### src/rtl/pc_redirect_fetch.sv
// rtl/pc_redirect_fetch.sv - fetch PC and IF/ID register with branch redirect, flush shadow and perf counters
module pc_redirect_fetch #(
  parameter int                ADDR_W   = 32,
  parameter logic [ADDR_W-1:0] RESET_PC = '0,
  parameter int                SHADOW   = 2,
  parameter int                CNT_W    = 32
) (
  input  logic              clk,
  input  logic              rst,
  input  logic              stall_in,
  input  logic [2:0]        addr_sel_in,
  input  logic              less_in,
  input  logic              zero_in,
  input  logic [ADDR_W-1:0] br_target_in,
  input  logic [ADDR_W-1:0] jalr_target_in,
  input  logic [31:0]       imem_instr_in,
  output logic [ADDR_W-1:0] pc_out,
  output logic [ADDR_W-1:0] ifid_pc_out,
  output logic [31:0]       ifid_instr_out,
  output logic              ifid_valid_out,
  output logic              redirect_out,
  output logic              misalign_out,
  output logic [CNT_W-1:0]  redirect_cnt,
  output logic [CNT_W-1:0]  squash_cnt
);

  localparam logic [31:0] NOP_INSTR = 32'h0000_0013;

  // Shadow counter only needs to hold SHADOW-1.
  localparam int SC_W = (SHADOW > 1) ? $clog2(SHADOW) : 1;
  localparam logic [SC_W-1:0] SHADOW_INIT = SC_W'((SHADOW > 0) ? (SHADOW - 1) : 0);
  localparam logic [ADDR_W-1:0] JALR_MASK = {{(ADDR_W-1){1'b1}}, 1'b0};

  typedef enum logic {
    ST_RUN    = 1'b0,
    ST_SHADOW = 1'b1
  } state_t;

  state_t            r_state;
  logic [SC_W-1:0]   r_shadow_cnt;
  logic [ADDR_W-1:0] r_pc;
  logic [ADDR_W-1:0] r_ifid_pc;
  logic [31:0]       r_ifid_instr;
  logic              r_ifid_valid;
  logic              r_misalign;
  logic [CNT_W-1:0]  r_redirect_cnt;
  logic [CNT_W-1:0]  r_squash_cnt;

  logic              w_taken;
  logic              w_redirect;
  logic [ADDR_W-1:0] w_target_raw;
  logic [ADDR_W-1:0] w_target_pc;

  // Decode the resolved branch/jump into a taken flag and its raw target.
  always_comb begin
    w_taken = 1'b0;
    case (addr_sel_in)
      3'd1:    w_taken = less_in;
      3'd2:    w_taken = zero_in;
      3'd3:    w_taken = 1'b1;
      3'd4:    w_taken = 1'b1;
      default: w_taken = 1'b0;
    endcase
    w_target_raw = (addr_sel_in == 3'd4) ? (jalr_target_in & JALR_MASK) : br_target_in;
    w_target_pc  = {w_target_raw[ADDR_W-1:2], 2'b00};
  end

  // Resolution inputs are only trusted outside the flush shadow.
  assign w_redirect = w_taken & (r_state == ST_RUN);

  // Flush-shadow FSM: counts down every cycle (stalled or not) after a redirect.
  always_ff @(posedge clk) begin
    if (rst) begin
      r_state      <= ST_RUN;
      r_shadow_cnt <= '0;
    end else begin
      case (r_state)
        ST_RUN: begin
          if (w_redirect && (SHADOW != 0)) begin
            r_state      <= ST_SHADOW;
            r_shadow_cnt <= SHADOW_INIT;
          end
        end
        ST_SHADOW: begin
          if (r_shadow_cnt == '0) begin
            r_state <= ST_RUN;
          end else begin
            r_shadow_cnt <= r_shadow_cnt - 1'b1;
          end
        end
        default: begin
          r_state      <= ST_RUN;
          r_shadow_cnt <= '0;
        end
      endcase
    end
  end

  // PC and IF/ID update: redirect beats stall, stall beats sequential fetch.
  always_ff @(posedge clk) begin
    if (rst) begin
      r_pc         <= RESET_PC;
      r_ifid_pc    <= '0;
      r_ifid_instr <= NOP_INSTR;
      r_ifid_valid <= 1'b0;
      r_misalign   <= 1'b0;
    end else if (w_redirect) begin
      r_pc         <= w_target_pc;
      r_ifid_pc    <= '0;
      r_ifid_instr <= NOP_INSTR;
      r_ifid_valid <= 1'b0;
      if (w_target_raw[1]) begin
        r_misalign <= 1'b1;
      end
    end else if (!stall_in) begin
      r_pc         <= r_pc + ADDR_W'(4);
      r_ifid_pc    <= r_pc;
      r_ifid_instr <= imem_instr_in;
      r_ifid_valid <= 1'b1;
    end
  end

  // Saturating performance counters; every accepted redirect loads exactly one bubble.
  always_ff @(posedge clk) begin
    if (rst) begin
      r_redirect_cnt <= '0;
      r_squash_cnt   <= '0;
    end else if (w_redirect) begin
      if (r_redirect_cnt != '1) begin
        r_redirect_cnt <= r_redirect_cnt + 1'b1;
      end
      if (r_squash_cnt != '1) begin
        r_squash_cnt <= r_squash_cnt + 1'b1;
      end
    end
  end

  assign pc_out         = r_pc;
  assign ifid_pc_out    = r_ifid_pc;
  assign ifid_instr_out = r_ifid_instr;
  assign ifid_valid_out = r_ifid_valid;
  assign redirect_out   = w_redirect;
  assign misalign_out   = r_misalign;
  assign redirect_cnt   = r_redirect_cnt;
  assign squash_cnt     = r_squash_cnt;

endmodule

### config.mk
export PLATFORM = sky130hd
export DESIGN_NAME = pc_redirect_fetch
export DESIGN_NICKNAME = d
export VERILOG_FILES = /design/src/rtl/pc_redirect_fetch.sv
export SDC_FILE = /design/constraint.sdc
export NUM_CORES = 1
export LEC_CHECK = 0
export BUFFER_PORTS_ARGS = -buffer_cell sky130_fd_sc_hd__clkbuf_2
export CORE_MARGIN = 3
export CORE_UTILIZATION = 50
export CTS_CLUSTER_SIZE = 12
export DETAILED_ROUTE_END_ITERATION = 8
export HOLD_SLACK_MARGIN = 0.03
export PLACE_DENSITY = 0.8
export SLEW_MARGIN = 0
export SYNTH_ARGS = -nofsm -noshare
export SYNTH_HDL_FRONTEND = slang
export SYNTH_SLANG_ARGS = --single-unit
### constraint.sdc
create_clock -name clk -period 2.7 [get_ports clk]
set_clock_uncertainty 0.05 [all_clocks]
set_input_delay 0 -clock clk [delete_from_list [all_inputs] [get_ports clk]]
set_output_delay 0 -clock clk [all_outputs]
set_load 0.005 [all_outputs]
==> results.toml, run 1 <==
[layout]
utilization_pct = 72.4
fillers = 1060
fin_area_um2 = 10600
area_growth_pct = 40.7
stdcell_count = 1419
n_antenna_cell = 0
drive_above_1_share_pct = 27.6
nets = 1329

[die]
core-area_um2 = 14600
die_h_um = 128
dieArea_um2 = 16500
start_util_pct = 51.4
row_count = 44
ios = 267
die_w_um = 128

[clock_tree]
tritoncts = "built"
clockBufferDepth = 2
clk_latency_ns = 0.43
numCtsBuffers = 17
cts-htree-levels = 4
cts_root_buffer = "clkbuf_16"
clk_pin_slew_worst_paths_ns = 0.07
cts_sinks = 160

[pwr]
p_sw_share_pct = 26.7
p_comb_share_pct = 14.0
power_frac_clock_pct = 41.6
internal_power_mw = 4.28
finalPower_mw = 5.84
seq_power_share_pct = 44.4
p_sw_mw = 1.56
leakage_nw = 4.51
ir_drop_uv = 397
powerDensity_nw_per_um2 = 554

[yosys]
yosysWarnings = 0
ys_ff_latch = 160
async_reset_ff_share_pct = 0
syn_inst = 884
avgSynthCellArea_um2 = 8.49
netlist-cell-type-count = 53
ys.flop_type = "dfxtp_1"
ys_seq_area_share_pct = 42.7
netlist_area_um2 = 7500
synth_enable_flop_cells = 0

[global_route]
grt_first_pass_wirelength_um = 39500
grt_pass1_vias = 7850
antenna_found_initial = 0
overflow = 0
grt_max_degree = 61
grt_use_total_pct = 29.5

[sta]
fmax_mhz = 389
whs_ns = 0.260
tns_ns = 0
hold_viol = 0
slew_viol_final = 0
finalSetupViolCount = 0
rsz0062_at_grt = "no"
timing.final.ws_setup_ns = 0.127
min_period_ns = 2.57
fin_crit_sh_pct = 95.3
max-slew-margin-rel_pct = 53.9
tightest_slew_ns = 0.681

[critical_path]
crit_path_max_fanout = 7
start_kind = "register"
worstPathArrival_ns = 2.89
reg2reg_to = "pc_out[13]"
crit_end = "pc_out[13]"
ff2ff_setup_slack_ns = 0.13
critical_path_class = "reg -> reg"
crit_path_start = "pc_out[7]"
worstPathRequired_ns = 3.02
end_kind = "register"
reg2regPathDepth = 7
r2r-start = "pc_out[7]"

[detailed_routing]
antenna_left = 0
wl_per_cell_um = 17.7
first_pass_iters = 6
wl_met1_um = 9680
drc = 0
highest_layer = "met4"
dr_wl_met3_um = 1840
via_count = 8216
viasPerCell = 5.79
wirelength_um = 25100
drt_iter0_drc = 701
wl_met2_um = 12600

[place]
post-dp-hpwl_um = 15300
placedInstanceArea_um2 = 8950
dp_cells = 1287
dpl_worst_slack_ns = 0.235
numPortBuffers = 260
gp_congestion = 0.827

[run]
drv_cap = 0

[min_path]
hp-class = "in -> reg"

[run_status]
outcome = "complete, no violations"
==> repair_timing <==
| item | 4_1_cts | 5_1_grt |
|---|---|---|
| resized for setup | 0 | 4 |
| setup endpoints to repair | 0 | 8 |
| hold buffers | 99 | 0 |
| setup buffers | 0 | 1 |
| endpoints found under the hold margin | 67 | 0 |
==> cell families (layout without fill, tap and decap cells) <==
group                    count (synthesis)  after routing  share of synthesized area, %
XOR/XNOR                                34             34                          3.97
buffers and inverters                   79            427                          4.35
AO/OA/AOI/OAI                          157            157                          13.3
other                                    1              4                        0.0500
multiplexers                            72             72                          9.76
AND/OR/NAND/NOR                        378            378                          25.3
adder cells (fa/ha/maj)                  3              3                         0.500
flip-flops                             160            160                          42.7
==> layout make-up <==
class	count	area (um^2)	share of cell area, %
Timing Repair Buffer	378	2480	23.5
Inverter	17	63.8	0.604
Tap cell	184	230	2.18
Multi-Input combinational cell	648	3990	37.8
Sequential cell	160	3200	30.3
Clock inverter	14	154	1.46
Clock buffer	18	439	4.16
==> state kept, by name (all words and copies together) (netlist names), 30 cells and up <==
name            flops
ifid_instr_out     32
redirect_cnt       32
squash_cnt         32
ifid_pc_out        30
pc_out             30
==> power groups by stage <==
| stage | combinational [mW] | sequential (mW) | clock [mW] |
|---|---|---|---|
| 2_1_floorplan | 0.361 | 2.62 | 0 |
| 3_3_place_gp | 0.624 | 2.63 | 0 |
| 3_5_place_dp | 0.636 | 2.64 | 0 |
| 4_1_cts | 0.779 | 2.58 | 2.45 |
| 5_1_grt | 0.884 | 2.60 | 2.54 |
| 6_report | 0.819 | 2.59 | 2.43 |
==> routing by layer <==
metal / track usage [%] / vias up
met5: 0 / -
met4: 13.9 / 0
met3: 6.14 / 84
met2: 51.0 / 403
met1: 34.9 / 3865
li1: - / 3864
==> how the worst min path moves through the flow <==
| stage | slack (ns) | to | from | cells after the start |
|---|---|---|---|---|
| floorplan | 0.07 | ifid_instr_out[0] | imem_instr_in[0] | 2 |
| global route | 0.29 | pc_out[14] | addr_sel_in[1] | 6 |
| global placement | 0.17 | ifid_instr_out[0] | imem_instr_in[0] | 3 |
| finish | 0.26 | pc_out[14] | addr_sel_in[1] | 6 |
| CTS | 0.27 | ifid_instr_out[4] | imem_instr_in[4] | 4 |
| detailed placement | 0.17 | ifid_instr_out[1] | imem_instr_in[1] | 3 |
==> placed cells by master (no fill, tap or decap), drive strengths merged, types with 5 or more instances in the layout <==
cell / Yosys / final
xnor2: 22 / 22
and3: 15 / 15
nand3: 31 / 31
a31o: 11 / 11
o21ai: 26 / 26
mux2i: 63 / 63
nor4: 13 / 13
o31ai: 22 / 22
dlygate4sd3: 0 / 99
inv: 17 / 22
nor2: 97 / 97
mux2: 9 / 9
dfxtp: 160 / 160
a211oi: 9 / 9
nor3: 15 / 15
nand4: 29 / 29
or2: 5 / 5
nand2: 92 / 92
clkinv: 0 / 7
a311oi: 9 / 9
xor2: 12 / 12
clkbuf: 40 / 276
nor2b: 9 / 9
and4: 7 / 7
or3: 30 / 30
buf: 22 / 21
or4: 23 / 23
a21oi: 64 / 64
==> worst max-delay path: stages, from the launching register on <==
cell	delay, ns
dfxtp_1	0.48
nand4_1	0.22
buf_4	0.23
nor4_1	0.41
xor2_1	0.21
nor2_1	0.09
a311oi_1	0.24
dlygate4sd3_1	0.59
==> synth_stat cells, types with 2 or more instances <==
cell	count	area, um^2
mux2_2	9	101
or4_1	23	173
buf_2	11	55.1
a31oi_1	4	25.0
buf_1	7	26.3
or2_2	4	25.0
nor3_1	14	70.1
o31ai_1	21	158
inv_1	16	60.1
and4_1	7	61.3
a311oi_1	9	78.8
nand4_1	29	181
buf_4	4	30.0
nand2b_1	3	18.8
ha_1	3	37.5
nor2b_1	9	56.3
xor2_1	12	105
a31o_2	11	96.3
a21oi_1	64	320
xnor2_1	22	193
nand2_1	92	345
clkbuf_1	39	146
o21ai_0	26	130
nand3_1	31	155
dfxtp_1	160	3200
a211oi_1	9	67.6
o211ai_1	2	15.0
or3_1	30	188
a41o_1	2	20.0
nor4_1	13	81.3
nand4b_1	2	17.5
and2_1	3	18.8
and3_1	15	93.8
mux2i_1	63	631
nor2_1	97	364
(Power assumes the default switching activity.)
==> inputs of run 2 (changes only) <==
Settings changed: CORE_UTILIZATION 50 to 54, PLACE_DENSITY 0.8 to 0.86.
Clock period 2.7 ns to 3.1 ns, I/O delays scaled along.
==> results.toml, run 2 (synthesized netlist as in run 1, its figures left out) <==
[run_status]
outcome = "complete, no violations"

[layout]
final_cell_mix = "clkbuf_2, dfxtp_1, dlygate4sd3_1"
utilization_pct = 78.0
regArea_um2 = 3200
layout_commonest_cell = "clkbuf_2"
nets = 1324
drive_above_1_share_pct = 27.2
fillers = 831
multi_input_area_um2 = 3990
area_growth_pct = 39.3
stdcell_count = 1407

[detailed_routing]
wl_per_cell_um = 19.9
via_count = 8557
antenna_left = 0
first_pass_iters = 8
viasPerCell = 6.08
wirelength_um = 28000
drc = 0
drt_iter0_drc = 750

[die]
core-area_um2 = 13400
die_w_um = 124
start_util_pct = 56.0
ios = 267
row_count = 42
dieArea_um2 = 15300
die_h_um = 124

[critical_path]
critical_path_class = "in -> reg"
worstPathArrival_ns = 3.17
worstPathRequired_ns = 3.43
start_kind = "input pin"
reg2regPathDepth = 7
crit_path_max_fanout = 44
r2r-start = "pc_out[2]"
crit_path_start = "addr_sel_in[2]"
end_kind = "register"

[clock_tree]
clk_latency_ns = 0.44
tritoncts = "built"
clk_pin_slew_worst_paths_ns = 0.07
clockBufferDepth = 2
numCtsBuffers = 17
cts-htree-levels = 4
cts_root_buffer = "clkbuf_16"
cts_sinks = 160

[sta]
slew_viol_final = 0
fin_crit_sh_pct = 91.9
min_period_ns = 2.85
tightest_slew_ns = 0.895
finalSetupViolCount = 0
fmax_mhz = 351
hold_viol = 0
rsz0062_at_grt = "no"
max-slew-margin-rel_pct = 40.1
tns_ns = 0

[place]
numPortBuffers = 260
post-dp-hpwl_um = 15600
dp_cells = 1274
gp_congestion = 0.858

[pwr]
leakage_nw = 4.44
finalPower_mw = 4.97
powerDensity_nw_per_um2 = 476
ir_drop_uv = 403

[global_route]
grt_pass1_vias = 8272
grt_first_pass_wirelength_um = 43200
antenna_found_initial = 1
grt_max_degree = 64
overflow = 0
grt_use_total_pct = 36.1

[min_path]
hold_depth = 4
hp-class = "in -> reg"
hold_path.startpoint = "imem_instr_in[0]"

[run]
drv_cap = 0
## run 2: cell types whose count changed in the layout (fill, tap and decap cells not counted)
cell and delta:
buf_4 -4, bufinv_16 -2, clkinvlp_4 +4, clkinv_4 -2, buf_12 -1, dlygate4sd3_1 +1
diode_2 +1, buf_6 -1
## run 2: critical path, stage by stage
cell	delay, ns
dlygate4sd3_1	0.54
clkbuf_2	0.15
a21oi_1	0.05
a221o_2	0.62
inv_2	0.27
buf_4	0.46
nor2_1	0.17
a311oi_1	0.27
dlygate4sd3_1	0.61
## run 2: what timing repair did
item,CTS,global route
hold buffers,100,0
hold endpoints to repair,94,0
buffers inserted,0,0
resized for setup,0,0
## run 2: stage by stage
step / cell area, um^2 / hold WS [ns] / setup slack [ns]
2_1_floorplan: 7510 / 0.0744 / 0.972
3_3_place_gp: 8900 / 0.165 / 0.681
3_5_place_dp: 8900 / 0.169 / 0.595
4_1_cts: 10400 / 0.268 / 0.365
5_1_grt: 10500 / 0.278 / 0.104
6_report: 10500 / 0.275 / 0.252
## run 2: worst paths after layout
path / slack (ns) / end
worst max-delay path: 0.25 / pc_out[5]
worst min-delay path: 0.27 / ifid_instr_out[0]
worst max register to register: 0.26 / pc_out[14]
worst min register to register: 0.41 / r_shadow_cnt
## run 2: layout make-up
cell class	instances	area share (%)
diodes	1	0.0239
clock buffers	18	4.20
clock inverters	14	1.02
inverters	17	0.611
multi-input cells	648	38.1
flip-flops and latches	160	30.6
well taps	176	2.11
repair buffers	373	23.2
## run 2: layer usage
| metal | vias up | wire length, um | global-route usage, % |
|---|---|---|---|
| li1 | 3858 | - | - |
| met1 | 3978 | 10100 | 39.9 |
| met2 | 557 | 13700 | 58.7 |
| met3 | 164 | 2580 | 12.5 |
| met4 | 0 | 1750 | 23.6 |
| met5 | - | 0 | 0 |
## run 2: power breakdown
group / switching, mW / total [mW] / internal, mW / leakage (nW)
sequential: 0.121 / 2.27 / 2.15 / 1.30
combinational: 0.373 / 0.730 / 0.356 / 2.88
clock: 0.921 / 1.98 / 1.05 / 0.260
==> inputs of run 3 (changes only) <==
Settings changed: CORE_UTILIZATION 54 to 56, CTS_BUF_LIST set to sky130_fd_sc_hd__clkbuf_8, PLACE_DENSITY 0.86 to 0.88.
Clock period 3.1 ns to 3.28 ns, I/O delays scaled along.
==> results.toml, run 3 (synthesized netlist as in run 1, its figures left out) <==
[sta]
tns_ns = 0
rsz0062_at_grt = "no"
fin_crit_sh_pct = 95.9
slew_viol_final = 0
max-slew-margin-rel_pct = 20.4
finalSetupViolCount = 0
hold_viol = 0
fmax_mhz = 318
whs_ns = 0.267
min_period_ns = 3.15
tightest_slew_ns = 1.19

[global_route]
grt_pass1_vias = 8336
grt_max_degree = 67
antenna_found_initial = 1
overflow = 0
grt_use_total_pct = 37.1
grt_first_pass_wirelength_um = 43500

[detailed_routing]
antenna_left = 0
viasPerCell = 6.16
drt_iter0_drc = 1080
wl_per_cell_um = 20.1
first_pass_iters = 5
via_count = 8636
wirelength_um = 28200
drc = 0

[critical_path]
cp_slowest_cell = "a221o_4"
critical_path_class = "in -> reg"
worstPathArrival_ns = 3.46
start_kind = "input pin"
worstPathRequired_ns = 3.59
worstPathCellList = "dlygate4sd3_1, clkbuf_2, a21oi_1, a221o_4, inv_2, buf_4, and3_1, dlygate4sd3_1, a211oi_1, dlygate4sd3_1"
crit_path_frequent_cell = "dlygate4sd3_1"
crit_path_max_fanout = 44
end_kind = "register"
slowest_delay_ns = 0.58

[clock_tree]
cts-htree-levels = 4
clk_pin_slew_worst_paths_ns = 0.10
clockBufferDepth = 2
tritoncts = "built"
clk_latency_ns = 0.48
cts_sinks = 160
numCtsBuffers = 17
cts_root_buffer = "clkbuf_8"

[place]
post-dp-hpwl_um = 15200
gp_congestion = 0.861
numPortBuffers = 260

[die]
die_h_um = 122
row_count = 41
dieArea_um2 = 14800
die_w_um = 122
start_util_pct = 58.3
core-area_um2 = 12900
ios = 267

[pwr]
internal_power_mw = 3.05
p_comb_share_pct = 16.0
leakage_nw = 4.38
finalPower_mw = 4.34
powerDensity_nw_per_um2 = 422
ir_drop_uv = 308
seq_power_share_pct = 49.5
p_sw_mw = 1.29
p_sw_share_pct = 29.7
power_frac_clock_pct = 34.5

[layout]
drive_above_1_share_pct = 26.9
utilization_pct = 79.8
layout_commonest_cell = "clkbuf_2"
final_cell_mix = "clkbuf_2, dfxtp_1, dlygate4sd3_1"
area_growth_pct = 37.0
nets = 1323

[run]
drv_cap = 0

[min_path]
hp-class = "in -> reg"

[run_status]
outcome = "complete, no violations"
## run 3: cell count changes in the layout (fill, tap and decap cells not counted), moves of 2 or more
cell / before / now
clkbuf_8: 1 / 17
buf_12: 2 / 0
clkbuf_16: 17 / 0
dlygate4sd3_1: 100 / 103
buf_4: 13 / 11
bufinv_16: 0 / 2
## run 3: worst max-delay path, delay by kind of cell
family          cells  cell delay (ns)
compound gates      3             0.71
simple gates        1             0.23
buf+inv             6             2.50
## run 3: layer usage
metal | up-vias | global-route usage (%) | part of all wire (%)
met3 | 166 | 10.3 | 9.1
met1 | 4008 | 41.8 | 36
li1 | 3852 | - | -
met5 | - | 0 | 0
met2 | 610 | 61.1 | 49
met4 | 0 | 24.8 | 6.5
## run 3: cell type report
| class | count | area [um^2] |
|---|---|---|
| clock buffer | 17 | 234 |
| fill | 772 | 2600 |
| multi-input combinational | 648 | 4000 |
| timing repair buffer | 372 | 2400 |
| antenna | 2 | 5.00 |
| clock inverter | 15 | 158 |
| inverter | 17 | 63.8 |
| tap | 172 | 215 |
| sequential | 160 | 3200 |
## run 3: timing repair
item | 4_1_cts | 5_1_grt
endpoints found under the setup margin | 0 | 2
resized for setup | 0 | 1
buffers inserted | 0 | 0
hold buffers | 103 | 0
hold endpoints to repair | 85 | 0
## run 3: final timing paths
kind	end	from	cells past startpoint	slack [ns]
min reg2reg	ifid_valid_out	ifid_valid_out	2	0.42
min	ifid_instr_out[1]	imem_instr_in[1]	4	0.27
max	pc_out[11]	addr_sel_in[2]	10	0.13
max reg2reg	pc_out[11]	r_state	7	0.14
## run 3: power groups by stage
| stage | clock network, mW | registers (mW) | logic (mW) |
|---|---|---|---|
| after CTS | 1.47 | 2.13 | 0.633 |
| after floorplan | 0 | 2.15 | 0.297 |
| after global routing | 1.57 | 2.15 | 0.740 |
| final | 1.50 | 2.15 | 0.695 |
| after detailed placement | 0 | 2.17 | 0.509 |
| after global placement | 0 | 2.16 | 0.496 |
## run 3: through the flow
step / worst slack [ns] / cell area, um^2 / cells
after global routing: 0.0605 / 10300 / 1402
after CTS: 0.115 / 10300 / 1401
after global placement: 0.839 / 8840 / 1266
after detailed placement: 0.753 / 8840 / 1266
after floorplan: 1.15 / 7510 / 887
final: 0.134 / 10300 / 1403
